File: src/rtl/draw_pkg.sv
// Shared widths, colours and draw-FSM state encoding for the shape engines.
package draw_pkg;

  localparam int unsigned COORD_W  = 11;
  localparam int unsigned COLOUR_W = 3;

  localparam logic [COLOUR_W-1:0] BLACK = 3'b000;
  localparam logic [COLOUR_W-1:0] WHITE = 3'b111;

  typedef enum logic [1:0] {
    StIdle,
    StErase,
    StDraw,
    StDone
  } draw_state_e;

endpackage

File: src/rtl/rect_scanner.sv
// Row-major cx/cy pixel counter for one rectangle pass; exposes next-cycle values so
// the owner can register pixel outputs in the same edge the counter moves.
module rect_scanner #(
  parameter int unsigned WIDTH  = 8,
  parameter int unsigned HEIGHT = 8
) (
  input  logic       clock,
  input  logic       resetn,
  input  logic       clear,
  input  logic       advance,
  output logic [5:0] cx_next,
  output logic [5:0] cy_next,
  output logic       last
);

  localparam logic [5:0] LastCx = 6'(WIDTH - 1);
  localparam logic [5:0] LastCy = 6'(HEIGHT - 1);

  logic [5:0] cx_q, cy_q;

  assign last = (cx_q == LastCx) && (cy_q == LastCy);

  always_comb begin
    cx_next = cx_q;
    cy_next = cy_q;
    if (clear) begin
      cx_next = '0;
      cy_next = '0;
    end else if (advance) begin
      if (cx_q == LastCx) begin
        cx_next = '0;
        cy_next = cy_q + 6'd1;
      end else begin
        cx_next = cx_q + 6'd1;
      end
    end
  end

  always_ff @(posedge clock or negedge resetn) begin
    if (!resetn) begin
      cx_q <= '0;
      cy_q <= '0;
    end else begin
      cx_q <= cx_next;
      cy_q <= cy_next;
    end
  end

endmodule

File: src/rtl/shape_draw_engine.sv
// One on-screen rectangle: scrolls left on frame ticks and, on request, streams an
// optional erase pass over its last drawn spot followed by a draw pass.
module shape_draw_engine
  import draw_pkg::*;
#(
  parameter logic [COORD_W-1:0]  START_X   = 11'd152,
  parameter logic [COORD_W-1:0]  START_Y   = 11'd100,
  parameter int unsigned         WIDTH     = 8,
  parameter int unsigned         HEIGHT    = 8,
  parameter logic [COLOUR_W-1:0] COLOUR    = WHITE,
  parameter logic [COLOUR_W-1:0] BG_COLOUR = BLACK,
  parameter int unsigned         SPEED     = 1,
  parameter int unsigned         SCREEN_W  = 160
) (
  input  logic                clock,
  input  logic                resetn,
  input  logic                reset,
  input  logic                draw_start,
  input  logic                update_screen,
  output logic                draw_done,
  output logic [COORD_W-1:0]  x,
  output logic [COORD_W-1:0]  y,
  output logic [COLOUR_W-1:0] colour,
  output logic                plot,
  output logic [COORD_W-1:0]  shape_gone
);

  localparam logic [COORD_W-1:0] Speed   = COORD_W'(SPEED);
  localparam logic [COORD_W-1:0] ScreenW = COORD_W'(SCREEN_W);

  draw_state_e state_q, state_d;
  logic [COORD_W-1:0] pos_x_q, pos_x_d;
  logic [COORD_W-1:0] last_x_q, last_x_d;
  logic [COORD_W-1:0] base_x_q, base_x_d;
  logic gone_q, gone_d;
  logic drawn_once_q, drawn_once_d;
  logic erase_pending_q, erase_pending_d;

  logic [COORD_W-1:0]  x_d, y_d;
  logic [COLOUR_W-1:0] colour_d;
  logic                plot_d, done_d;

  logic       scan_clear, scan_advance, scan_last;
  logic [5:0] cx_next, cy_next;

  rect_scanner #(
    .WIDTH (WIDTH),
    .HEIGHT(HEIGHT)
  ) u_scanner (
    .clock  (clock),
    .resetn (resetn),
    .clear  (scan_clear),
    .advance(scan_advance),
    .cx_next(cx_next),
    .cy_next(cy_next),
    .last   (scan_last)
  );

  // Next state, pass setup and movement.
  always_comb begin
    state_d         = state_q;
    pos_x_d         = pos_x_q;
    last_x_d        = last_x_q;
    base_x_d        = base_x_q;
    gone_d          = gone_q;
    drawn_once_d    = drawn_once_q;
    erase_pending_d = erase_pending_q;
    scan_clear      = 1'b0;
    scan_advance    = 1'b0;

    unique case (state_q)
      StIdle: begin
        if (draw_start) begin
          if (erase_pending_q) begin
            state_d    = StErase;
            base_x_d   = last_x_q;
            scan_clear = 1'b1;
          end else if (gone_q) begin
            state_d = StDone;
          end else begin
            state_d      = StDraw;
            base_x_d     = pos_x_q;
            last_x_d     = pos_x_q;
            drawn_once_d = 1'b1;
            scan_clear   = 1'b1;
          end
        end
      end
      StErase: begin
        if (!draw_start) begin
          state_d = StIdle;
        end else if (scan_last) begin
          erase_pending_d = 1'b0;
          if (gone_q) begin
            state_d = StDone;
          end else begin
            state_d      = StDraw;
            base_x_d     = pos_x_q;
            last_x_d     = pos_x_q;
            drawn_once_d = 1'b1;
            scan_clear   = 1'b1;
          end
        end else begin
          scan_advance = 1'b1;
        end
      end
      StDraw: begin
        if (!draw_start) begin
          state_d = StIdle;
        end else if (scan_last) begin
          state_d = StDone;
        end else begin
          scan_advance = 1'b1;
        end
      end
      StDone: begin
        if (!draw_start) state_d = StIdle;
      end
      default: state_d = StIdle;
    endcase

    // A move after any draw leaves a stale image; it wins over an erase finishing now.
    if (update_screen && !gone_q) begin
      if (pos_x_q < Speed) gone_d = 1'b1;
      else                 pos_x_d = pos_x_q - Speed;
      if (drawn_once_d) erase_pending_d = 1'b1;
    end

    if (reset) begin
      state_d         = StIdle;
      pos_x_d         = START_X;
      last_x_d        = START_X;
      base_x_d        = START_X;
      gone_d          = 1'b0;
      drawn_once_d    = 1'b0;
      erase_pending_d = 1'b0;
      scan_clear      = 1'b1;
      scan_advance    = 1'b0;
    end
  end

  // Registered pixel outputs follow the state and counter values being loaded.
  always_comb begin
    x_d      = '0;
    y_d      = '0;
    colour_d = '0;
    plot_d   = 1'b0;
    done_d   = (state_d == StDone);
    if (state_d == StErase || state_d == StDraw) begin
      x_d      = base_x_d + {5'd0, cx_next};
      y_d      = START_Y + {5'd0, cy_next};
      colour_d = (state_d == StErase) ? BG_COLOUR : COLOUR;
      plot_d   = (x_d < ScreenW);
    end
  end

  always_ff @(posedge clock or negedge resetn) begin
    if (!resetn) begin
      state_q         <= StIdle;
      pos_x_q         <= START_X;
      last_x_q        <= START_X;
      base_x_q        <= START_X;
      gone_q          <= 1'b0;
      drawn_once_q    <= 1'b0;
      erase_pending_q <= 1'b0;
      x               <= '0;
      y               <= '0;
      colour          <= '0;
      plot            <= 1'b0;
      draw_done       <= 1'b0;
    end else begin
      state_q         <= state_d;
      pos_x_q         <= pos_x_d;
      last_x_q        <= last_x_d;
      base_x_q        <= base_x_d;
      gone_q          <= gone_d;
      drawn_once_q    <= drawn_once_d;
      erase_pending_q <= erase_pending_d;
      x               <= x_d;
      y               <= y_d;
      colour          <= colour_d;
      plot            <= plot_d;
      draw_done       <= done_d;
    end
  end

  assign shape_gone = {10'd0, gone_q};

endmodule

File: config.mk
export PLATFORM = sky130hd
export DESIGN_NAME = shape_draw_engine
export DESIGN_NICKNAME = d
export VERILOG_FILES = /design/src/rtl/draw_pkg.sv /design/src/rtl/rect_scanner.sv /design/src/rtl/shape_draw_engine.sv
export SDC_FILE = /design/constraint.sdc
export NUM_CORES = 1
export LEC_CHECK = 0
export BUFFER_PORTS_ARGS = -buffer_cell sky130_fd_sc_hd__buf_4
export CORE_MARGIN = 5
export CORE_UTILIZATION = 50
export CTS_BUF_LIST = sky130_fd_sc_hd__clkbuf_4 sky130_fd_sc_hd__clkbuf_8 sky130_fd_sc_hd__clkbuf_16
export CTS_CLUSTER_DIAMETER = 30
export DETAILED_ROUTE_END_ITERATION = 12
export MAX_ROUTING_LAYER = met4
export PLACE_DENSITY = 0.7
export SYNTH_ARGS = -nofsm -noshare
export SYNTH_HDL_FRONTEND = slang
export SYNTH_SLANG_ARGS = --single-unit
File: constraint.sdc
create_clock -name clock -period 7.5 [get_ports clock]
set_input_delay 0.75 -clock clock [delete_from_list [all_inputs] [get_ports clock]]
set_output_delay 0.75 -clock clock [all_outputs]
set_load 0.005 [all_outputs]
==> results of run 1 <==
==> synthesized netlist by cell type, types with 7 or more instances <==
master	number	area share, %
a21oi_1	20	2.5
buf_4	17	3.2
clkbuf_1	13	1.2
dfrtp_1	63	39
dfstp_2	9	5.8
ha_1	16	4.9
inv_1	14	1.3
mux2i_1	14	3.5
nand2_1	29	2.7
nand3_1	11	1.4
nand4_1	9	1.4
nor2_1	48	4.5
nor2b_1	7	1.1
nor3_1	16	2.0
o21ai_0	14	1.7
xnor2_1	14	3.0
xor2_1	10	2.2
==> logic make-up after synthesis <==
| group | count (synthesis) | share of synthesized area [%] |
|---|---|---|
| AOI/OAI and AO/OA | 82 | 14.8 |
| xor gates and xnor gates | 24 | 5.19 |
| adders and majority gates | 17 | 5.44 |
| buffers and inverters | 49 | 6.18 |
| DFF | 72 | 44.8 |
| muxes | 17 | 4.39 |
| other | 1 | 0.0926 |
| and+or+nand+nor | 151 | 19.1 |
==> registers in the layout (all words and copies together), names as in the netlist, 2 cells and up <==
| register | count |
|---|---|
| base_x_q | 11 |
| u_scanner.cy_q | 6 |
| last_x_q | 11 |
| x | 11 |
| pos_x_q | 11 |
| u_scanner.cx_q | 6 |
| state_q | 2 |
| y | 8 |
==> final cells by class <==
class	instances	area (sq um)
well taps	102	128
repair buffers	31	233
flip-flops and latches	72	1810
clock inverters	6	116
multi-input cells	304	2030
clock buffers	10	138
inverters	14	52.6
fillers	677	3300
==> cell usage in the layout, fill, tap and decap left out, types with 4 or more instances in the layout <==
cell type	n
nor2_1	48
xor2_1	10
nor3_1	16
o211ai_1	5
nand3b_1	4
inv_1	14
and3_1	6
nand2_1	29
xnor2_1	14
ha_1	16
clkbuf_8	10
buf_4	31
nand3_1	11
nand4_1	9
dfstp_2	9
o21ai_0	14
a21o_1	5
mux2i_1	14
nor2b_1	7
a21oi_1	20
dfrtp_1	63
nand2b_1	5
conb_1	13
a31oi_1	6
==> power breakdown <==
group / total, W / switching [W] / leakage [nW] / internal, W
Combinational: 0.000159 / 0.0000936 / 1.02 / 0.0000652
Sequential: 0.000430 / 0.0000162 / 0.960 / 0.000413
Clock: 0.000389 / 0.000158 / 0.127 / 0.000232
==> worst min path at each step <==
stage                  from            to  slack, ps  cells after the start
4_1_cts         base_x_q[4]   base_x_q[4]        500                      2
3_3_place_gp   drawn_once_q  drawn_once_q        480                      2
3_5_place_dp    base_x_q[4]   base_x_q[4]        490                      2
2_1_floorplan        resetn   base_x_q[0]        450                      0
5_1_grt         base_x_q[4]   base_x_q[4]        530                      2
6_report             resetn  drawn_once_q        500                      1
==> per-layer routing <==
metal,part of all wire [%],vias up,wire length [um],GRT usage [%]
met4,1.3,0,115,5.80
met5,0,-,0,-
li1,-,1472,-,-
met3,5.4,11,476,3.82
met2,49,81,4370,30.7
met1,44,1512,3900,25.4
==> stage by stage <==
| stage | total power [W] | area [sq um] | cells |
|---|---|---|---|
| floorplan | 0.000545 | 4090 | 425 |
| global placement | 0.000592 | 4260 | 523 |
| detailed placement | 0.000595 | 4260 | 523 |
| CTS | 0.000984 | 4510 | 539 |
| global route | 0.00102 | 4510 | 539 |
| finish | 0.000978 | 4510 | 539 |
==> worst max-delay path: stages (launching register included) <==
cell	delay, ps
dfrtp_1	430
inv_1	100
ha_1	290
nor4b_2	440
a31o_2	240
nand3_1	210
a222oi_1	380
nor2_1	150
fa_1	470
a21o_1	190
a21oi_1	230
o21bai_1	120
a21o_1	240
and3_1	230
a2111oi_2	350
o2111ai_1	180
a2bb2oi_1	170
==> flow_metrics.tcl, run 1 <==
set metrics [dict create \
    syn_to_final_growth_pct 11.4 \
    powerDensity_mw_per_mm2 217 \
    cts_max_level 3 \
    crit_path_end_kind "flip-flop" \
    path_max_fanout 8 \
    vias 3076 \
    die_x_um 100 \
    startpoint_type "flip-flop" \
    maxCapViolations 0 \
    yosysUniqueCellTypes 62 \
    fin_crit_sh_pct 60.0 \
    ys_ff_latch 72 \
    hold_class "in2async" \
    hold_buffers 0 \
    drive_above_1_share_pct 16.5 \
    viasPerCell 5.71 \
    initial_core_util_pct 51.8 \
    drt-initial-drc-count 140 \
    async_flop_share_pct 100 \
    grt_max_degree 73 \
    synth.avg_cell_area_sq_um 9.80 \
    syn_area_sq_mm 0.00405 \
    worst-r2r-cell-count 16 \
    setup_viol 0 \
    synth_ff_type "dfrtp_1" \
    hold_violations 0 \
    final_core_util_pct 57.8 \
    yosys_warnings 0 \
    route.detailed.drc 0 \
    path_class "reg2reg" \
    rrSetupSlack_ps 3000 \
    fmax_ghz 0.222 \
    rows 32 \
    dr.pass1.iters 4 \
    die_y_um 100 \
    leakage_nw 2.10 \
    grt_overflow_total 0 \
    endpoint "plot" \
    grt_pass1_wl_um 14900 \
    placement.io_buffers 29 \
    diodes 0 \
    cts_buffer_depth 2 \
    die_area_sq_mm 0.0100 \
    peakVddDrop_uv 97.9 \
    wl_um 8860 \
    reg2reg_from "state_q[1]" \
    crit_arrival_ps 4770 \
    post_cts_buffers 0 \
    io_pins 43 \
    tns_ps 0 \
    synth_seq_area_share_pct 44.8 \
    slew_headroom_pct 37.4 \
    numCtsBuffers 9 \
    whs_ps 496 \
    grt_pass1_vias 3017 \
    clock_latency_ps 350 \
    r2r_end "plot" \
    placeableCoreArea_sq_mm 0.00781 \
    cts_tree "yes" \
    clockRootBuffer "clkbuf_8" \
    worst_slew_pin_slew_ps 939 \
    synth-edff-count 0 \
    dpl_worst_slack_ps 3110 \
    fin_crit_ps 4500 \
    slew_viol_final 0 \
    crit_required_ps 7780 \
    ant_nets 0 \
    cts_sinks 72 \
    dp_hpwl_um 6170 \
    antenna_found_initial 0 \
    fin_nets 454 \
    grt.total_usage_pct 19.4 \
    wl_per_cell_um 16.4 \
    cts.clk_slew.worst_paths_ps 80 \
    ctsResizeCount 0 \
    status "completed" \
    fin_worst_skew_ps 8.28 \
    startpoint "state_q[1]" \
    layout_setup_ws_ps 3000 \
    place_congestion 0.923 \
    syn-instance-count 413 \
    rsz0062_at_grt "false" \
]
Power figures use the tool's default switching activity.
==> run 2: changes to the inputs <==
PLACE_DENSITY = 0.72   (was 0.7)
clock period = 3.75 ns   (was 7.5 ns; I/O delays follow)
==> run 2 against run 1 <==
  * Sequential share of layout area down 3.5 points
  * Register-to-register slack worse by 2900 ps
  * Flip-flop and latch count unchanged
  * Non-clock buffer count up 36
  * Final cell count up 6.7%
  * Wire length up 11%
  * Fmax up 24%
  * Sequential power up 99%
  * Critical path depth up 2
  * Via count up 6.1%
  * Largest power group unchanged
==> flow_metrics.tcl, run 2 (same netlist as run 1, synthesis figures left out) <==
set metrics [dict create \
    status "completed" \
    grt.total_usage_pct 20.8 \
    viasPerCell 5.68 \
    grt_overflow_total 0 \
    fin_nets 490 \
    wl_met2_um 4920 \
    crit_path_end_kind "flip-flop" \
    fillers 647 \
    startpoint_type "flip-flop" \
    crit_arrival_ps 3920 \
    worst_slew_pin_slew_ps 905 \
    path_max_fanout 8 \
    io_pins 43 \
    syn_to_final_growth_pct 22.3 \
    multi_input_area_sq_mm 0.00220 \
    worst-r2r-cell-count 18 \
    rows 32 \
    maxCapViolations 0 \
    diodes 0 \
    die_area_sq_mm 0.0100 \
    wl_met3_um 492 \
    cts_tree "yes" \
    wl_um 9880 \
    peakVddDrop_uv 200 \
    hold_buffers 0 \
    powerDensity_mw_per_mm2 406 \
    slew_headroom_pct 39.7 \
    clockRootBuffer "clkbuf_8" \
    leakage_nw 2.31 \
    route.detailed.drc 0 \
    antenna_found_initial 0 \
    placeableCoreArea_sq_mm 0.00781 \
    layoutNonFillerInstCount 575 \
    place_congestion 0.883 \
    fin_worst_skew_ps 8.14 \
    fin_crit_ps 3630 \
    dr.pass1.iters 6 \
    fmax_ghz 0.275 \
    dp.cells 543 \
    final_common_cell "buf_4" \
    ant_nets 0 \
    grt_max_degree 73 \
    rsz0062_at_grt "true" \
    die_y_um 100 \
    wl_met1_um 4270 \
    drive_above_1_share_pct 28.8 \
    crit_required_ps 4030 \
    setup_viol 0 \
    register_area_sq_mm 0.00181 \
    drt-initial-drc-count 226 \
    path_class "reg2reg" \
    hold_class "in2async" \
    numCtsBuffers 9 \
    rrSetupSlack_ps 120 \
    cts_buffer_depth 2 \
    initial_core_util_pct 51.8 \
    hold_violations 0 \
    grt_pass1_vias 3238 \
    final_cell_mix "buf_4, dfrtp_1, nor2_1" \
    slew_viol_final 0 \
    clock_latency_ps 350 \
    grt_pass1_wl_um 15900 \
    cts.clk_slew.worst_paths_ps 80 \
    die_x_um 100 \
    placement.io_buffers 29 \
    cts_max_level 3 \
    dp_hpwl_um 6710 \
    highest_layer "met4" \
    wl_per_cell_um 17.2 \
    vias 3264 \
    fin_crit_sh_pct 96.9 \
    cts_sinks 72 \
    final_core_util_pct 63.4 \
]
-- run 2: critical path, stage by stage (launching register included) --
cell and delay [ps]:
dfrtp_1 390, inv_2 90, ha_4 170, nor4b_4 230, a31o_2 230, buf_6 110
nand2_4 40, a22oi_2 160, nor2_2 70, ha_2 210, fa_2 400, a21o_1 180
a21oi_2 170, o21bai_2 100, a21o_1 200, and3_4 170, a2111oi_4 320, o2111ai_2 180
a2bb2oi_2 150
-- run 2: metrics by stage --
step,hold WS (ps),cell area [sq um],setup TNS [ps],power [W],setup slack (ps)
CTS,188,4770,0,0.00199,4.85
global route,218,4950,-69.5,0.00210,-50.4
global placement,473,4460,0,0.00123,83.0
finish,141,4950,0,0.00201,116
floorplan,79.4,4160,0,0.00110,5.12
detailed placement,472,4460,-29.3,0.00124,-27.7
-- run 2: worst paths after layout --
path                               start           endpoint
max in group asynchronous         resetn  u_scanner.cy_q[3]
setup reg to reg              state_q[1]               plot
min in group clock         update_screen             gone_q
setup / recovery              state_q[1]               plot
hold / removal                    resetn         pos_x_q[0]
hold reg to reg              base_x_q[4]        base_x_q[4]
-- run 2: layer usage --
layer / track usage [%] / vias to the layer above
met1: 25.6 / 1592
met2: 33.5 / 107
met4: 8.08 / 0
met3: 4.38 / 19
met5: - / -
li1: - / 1546
-- run 2: layout make-up --
class                      instances  area share (%)
clock buffer                       9            2.50
clock inverter                     7            2.38
inverter                          14            1.06
multi-input combinational        304            44.5
sequential                        72            36.7
tap                              102            2.58
timing repair buffer              67            10.3
-- run 2: repair_timing --
action                                  4_1_cts  5_1_grt
pin swaps                                     3       17
buffers inserted                              7        9
endpoints found under the setup margin        2        4
cloned                                        0        0
gates resized for setup                       6       23
-- run 2: power breakdown --
group | switching, W | internal, W | total [W] | leakage (nW)
clock network | 0.000311 | 0.000443 | 0.000754 | 0.124
registers | 0.0000284 | 0.000827 | 0.000855 | 0.959
logic | 0.000224 | 0.000176 | 0.000400 | 1.22
total | 0.000563 | 0.00145 | 0.00201 | 2.31
==> run 3: changes to the inputs <==
--- a/config.mk
+++ b/config.mk
@@ -8,3 +8,2 @@
 export BUFFER_PORTS_ARGS = -buffer_cell sky130_fd_sc_hd__buf_4
-export CORE_MARGIN = 5
 export CORE_UTILIZATION = 50
==> constraint.sdc (replaced) <==
create_clock -name clock -period 3.75 [get_ports clock]
set_input_delay 0.5625 -clock clock [delete_from_list [all_inputs] [get_ports clock]]
set_output_delay 0.5625 -clock clock [all_outputs]
set_load 0.005 [all_outputs]
==> run 3 against run 2 <==
  * Core utilization about the same
  * Design area shrank 0.46%
  * Register-to-register slack improved by 60 ps
  * Total power decreased by 6.2%
  * Fmax rose by 1.6%
  * Non-clock buffer count is 7 higher
  * Flip-flop and latch count stayed put
  * Largest cell class unchanged
  * First-iteration DRC count rose by 14%
  * Wire length is 1.7% lower
  * Global-route usage up 3.8 points
==> flow_metrics.tcl, run 3 (same netlist as run 1, synthesis figures left out) <==
set metrics [dict create \
    peakVddDrop_uv 189 \
    path_class "reg2reg" \
    numCtsBuffers 9 \
    fin_worst_skew_ps 7.68 \
    io_pins 43 \
    wl_um 9710 \
    fin_crit_ps 3580 \
    syn_to_final_growth_pct 21.7 \
    crit_required_ps 4040 \
    dr.pass1.iters 4 \
    clockRootBuffer "clkbuf_8" \
    fillers 638 \
    cts_tree "yes" \
    final_cell_mix "buf_4, dfrtp_1, nor2_1" \
    cts.clk_slew.worst_paths_ps 80 \
    hold_buffers 0 \
    path_max_fanout 13 \
    p_comb_share_pct 21.5 \
    crit_path_top_delay_cell "dfrtp_1" \
    use_met1_pct 31.6 \
    worst_slew_pin_slew_ps 880 \
    cts_buffer_depth 2 \
    viasPerCell 5.67 \
    multi_input_area_sq_mm 0.00218 \
    layout_setup_ws_ps 172 \
    busiest_layer "met2" \
    fmax_ghz 0.280 \
    drive_above_1_share_pct 29.2 \
    register_area_sq_mm 0.00182 \
    initial_core_util_pct 52.1 \
    setup_viol 0 \
    clock_latency_ps 360 \
    grt_pass1_wl_um 15700 \
    final_common_cell "buf_4" \
    die_x_um 92.0 \
    p_clk_share_pct 33.1 \
    place_congestion 0.892 \
    die_y_um 92.0 \
    die_area_sq_mm 0.00846 \
    startpoint_type "flip-flop" \
    leakage_nw 2.30 \
    p_sw_share_pct 30.2 \
    switching_power_w 0.000569 \
    dpl_worst_slack_ps -13.8 \
    powerDensity_mw_per_mm2 383 \
    intPower_w 0.00132 \
    placed_area_sq_mm 0.00449 \
    grt_max_degree 73 \
    wl_per_cell_um 16.7 \
    maxCapViolations 0 \
    grtUsageMet3_pct 4.48 \
    grt_use_met2_pct 39.1 \
    grt_overflow_total 0 \
    seqPwrFrac_pct 45.4 \
    ant_nets 0 \
    slew_headroom_pct 41.3 \
    fin_crit_sh_pct 95.4 \
    rsz0062_at_grt "true" \
    cts_sinks 72 \
    crit_arrival_ps 3870 \
    route.detailed.drc 0 \
    grt.total_usage_pct 24.5 \
    status "completed" \
    crit_path_end_kind "flip-flop" \
    worstPathCellList "inv_2, ha_4, nor4b_4, buf_4, a31oi_4, o21ai_4, buf_4, nor2_2, ha_1, a21o_1, a21oi_2, o21bai_1, a21o_1, and3_4, a2111oi_4, o2111ai_1, a2bb2oi_1" \
    vias 3298 \
    placeableCoreArea_sq_mm 0.00777 \
    drt-initial-drc-count 257 \
    fin_nets 497 \
    diodes 0 \
    hold_class "in2async" \
    dp_hpwl_um 6520 \
    grt_pass1_vias 3201 \
    antenna_found_initial 0 \
    final_area_sq_mm 0.00493 \
    slew_viol_final 0 \
    placement.io_buffers 29 \
    max_stage_delay_ps 400 \
    hold_violations 0 \
    rows 32 \
    cts_max_level 3 \
]
==> run 3: worst paths after layout <==
path,start,end,slack (ps),depth (start not counted)
min,resetn,state_q[1],330,1
min in group clock,update_screen,gone_q,460,3
min reg2reg,base_x_q[4],base_x_q[4],480,2
max,state_q[1],plot,170,17
max in group asynchronous,resetn,u_scanner.cy_q[3],2810,1
max reg2reg,state_q[1],plot,170,17
==> run 3: per-layer routing <==
| metal | wire [um] | part of all wire [%] | vias to the layer above |
|---|---|---|---|
| li1 | - | - | 1569 |
| met1 | 4320 | 44 | 1608 |
| met2 | 4770 | 49 | 102 |
| met3 | 415 | 4.3 | 19 |
| met4 | 205 | 2.1 | 0 |
| met5 | 0 | 0 | - |
==> run 3: metrics by stage <==
| stage | setup TNS (ps) | cells | util (%) | total power [W] | hold WS (ps) |
|---|---|---|---|---|---|
| after floorplan | 0 | 425 | - | 0.00110 | 267 |
| after global routing | -71.0 | 582 | 63.4 | 0.00198 | 402 |
| after global placement | 0 | 546 | 57.7 | 0.00123 | 476 |
| after CTS | 0 | 566 | 60.8 | 0.00186 | 375 |
| final | 0 | 582 | 63.4 | 0.00189 | 333 |
| after detailed placement | -13.8 | 546 | 57.7 | 0.00124 | 470 |
==> run 3: critical path, delay by kind of cell (launching register included) <==
kind / cells / cell delay, ps
fa+ha+maj: 2 / 510
flops: 1 / 400
simple gates: 3 / 480
compound gates: 9 / 1620
buf+inv: 3 / 500
==> run 3: what timing repair did <==
action / in CTS / in global routing
resized for setup: 3 / 21
setup endpoints to repair: 2 / 4
pin swaps: 2 / 18
cloned: 0 / 0
setup buffers: 4 / 16
==> run 3: power by group through the flow <==
| stage | clock network (W) | registers (W) | logic, W |
|---|---|---|---|
| after CTS | 0.000626 | 0.000855 | 0.000380 |
| final | 0.000624 | 0.000856 | 0.000406 |
| after detailed placement | 0 | 0.000870 | 0.000371 |
| after global routing | 0.000670 | 0.000861 | 0.000447 |
| after floorplan | 0 | 0.000867 | 0.000235 |
| after global placement | 0 | 0.000868 | 0.000364 |
==> run 3: final cells by class <==
cell class / instances / area share, %
multi-input cells: 304 / 44.2
well taps: 102 / 2.59
repair buffers: 74 / 11.4
inverters: 14 / 1.07
flip-flops and latches: 72 / 36.9
clock buffers: 9 / 2.51
clock inverters: 7 / 1.42
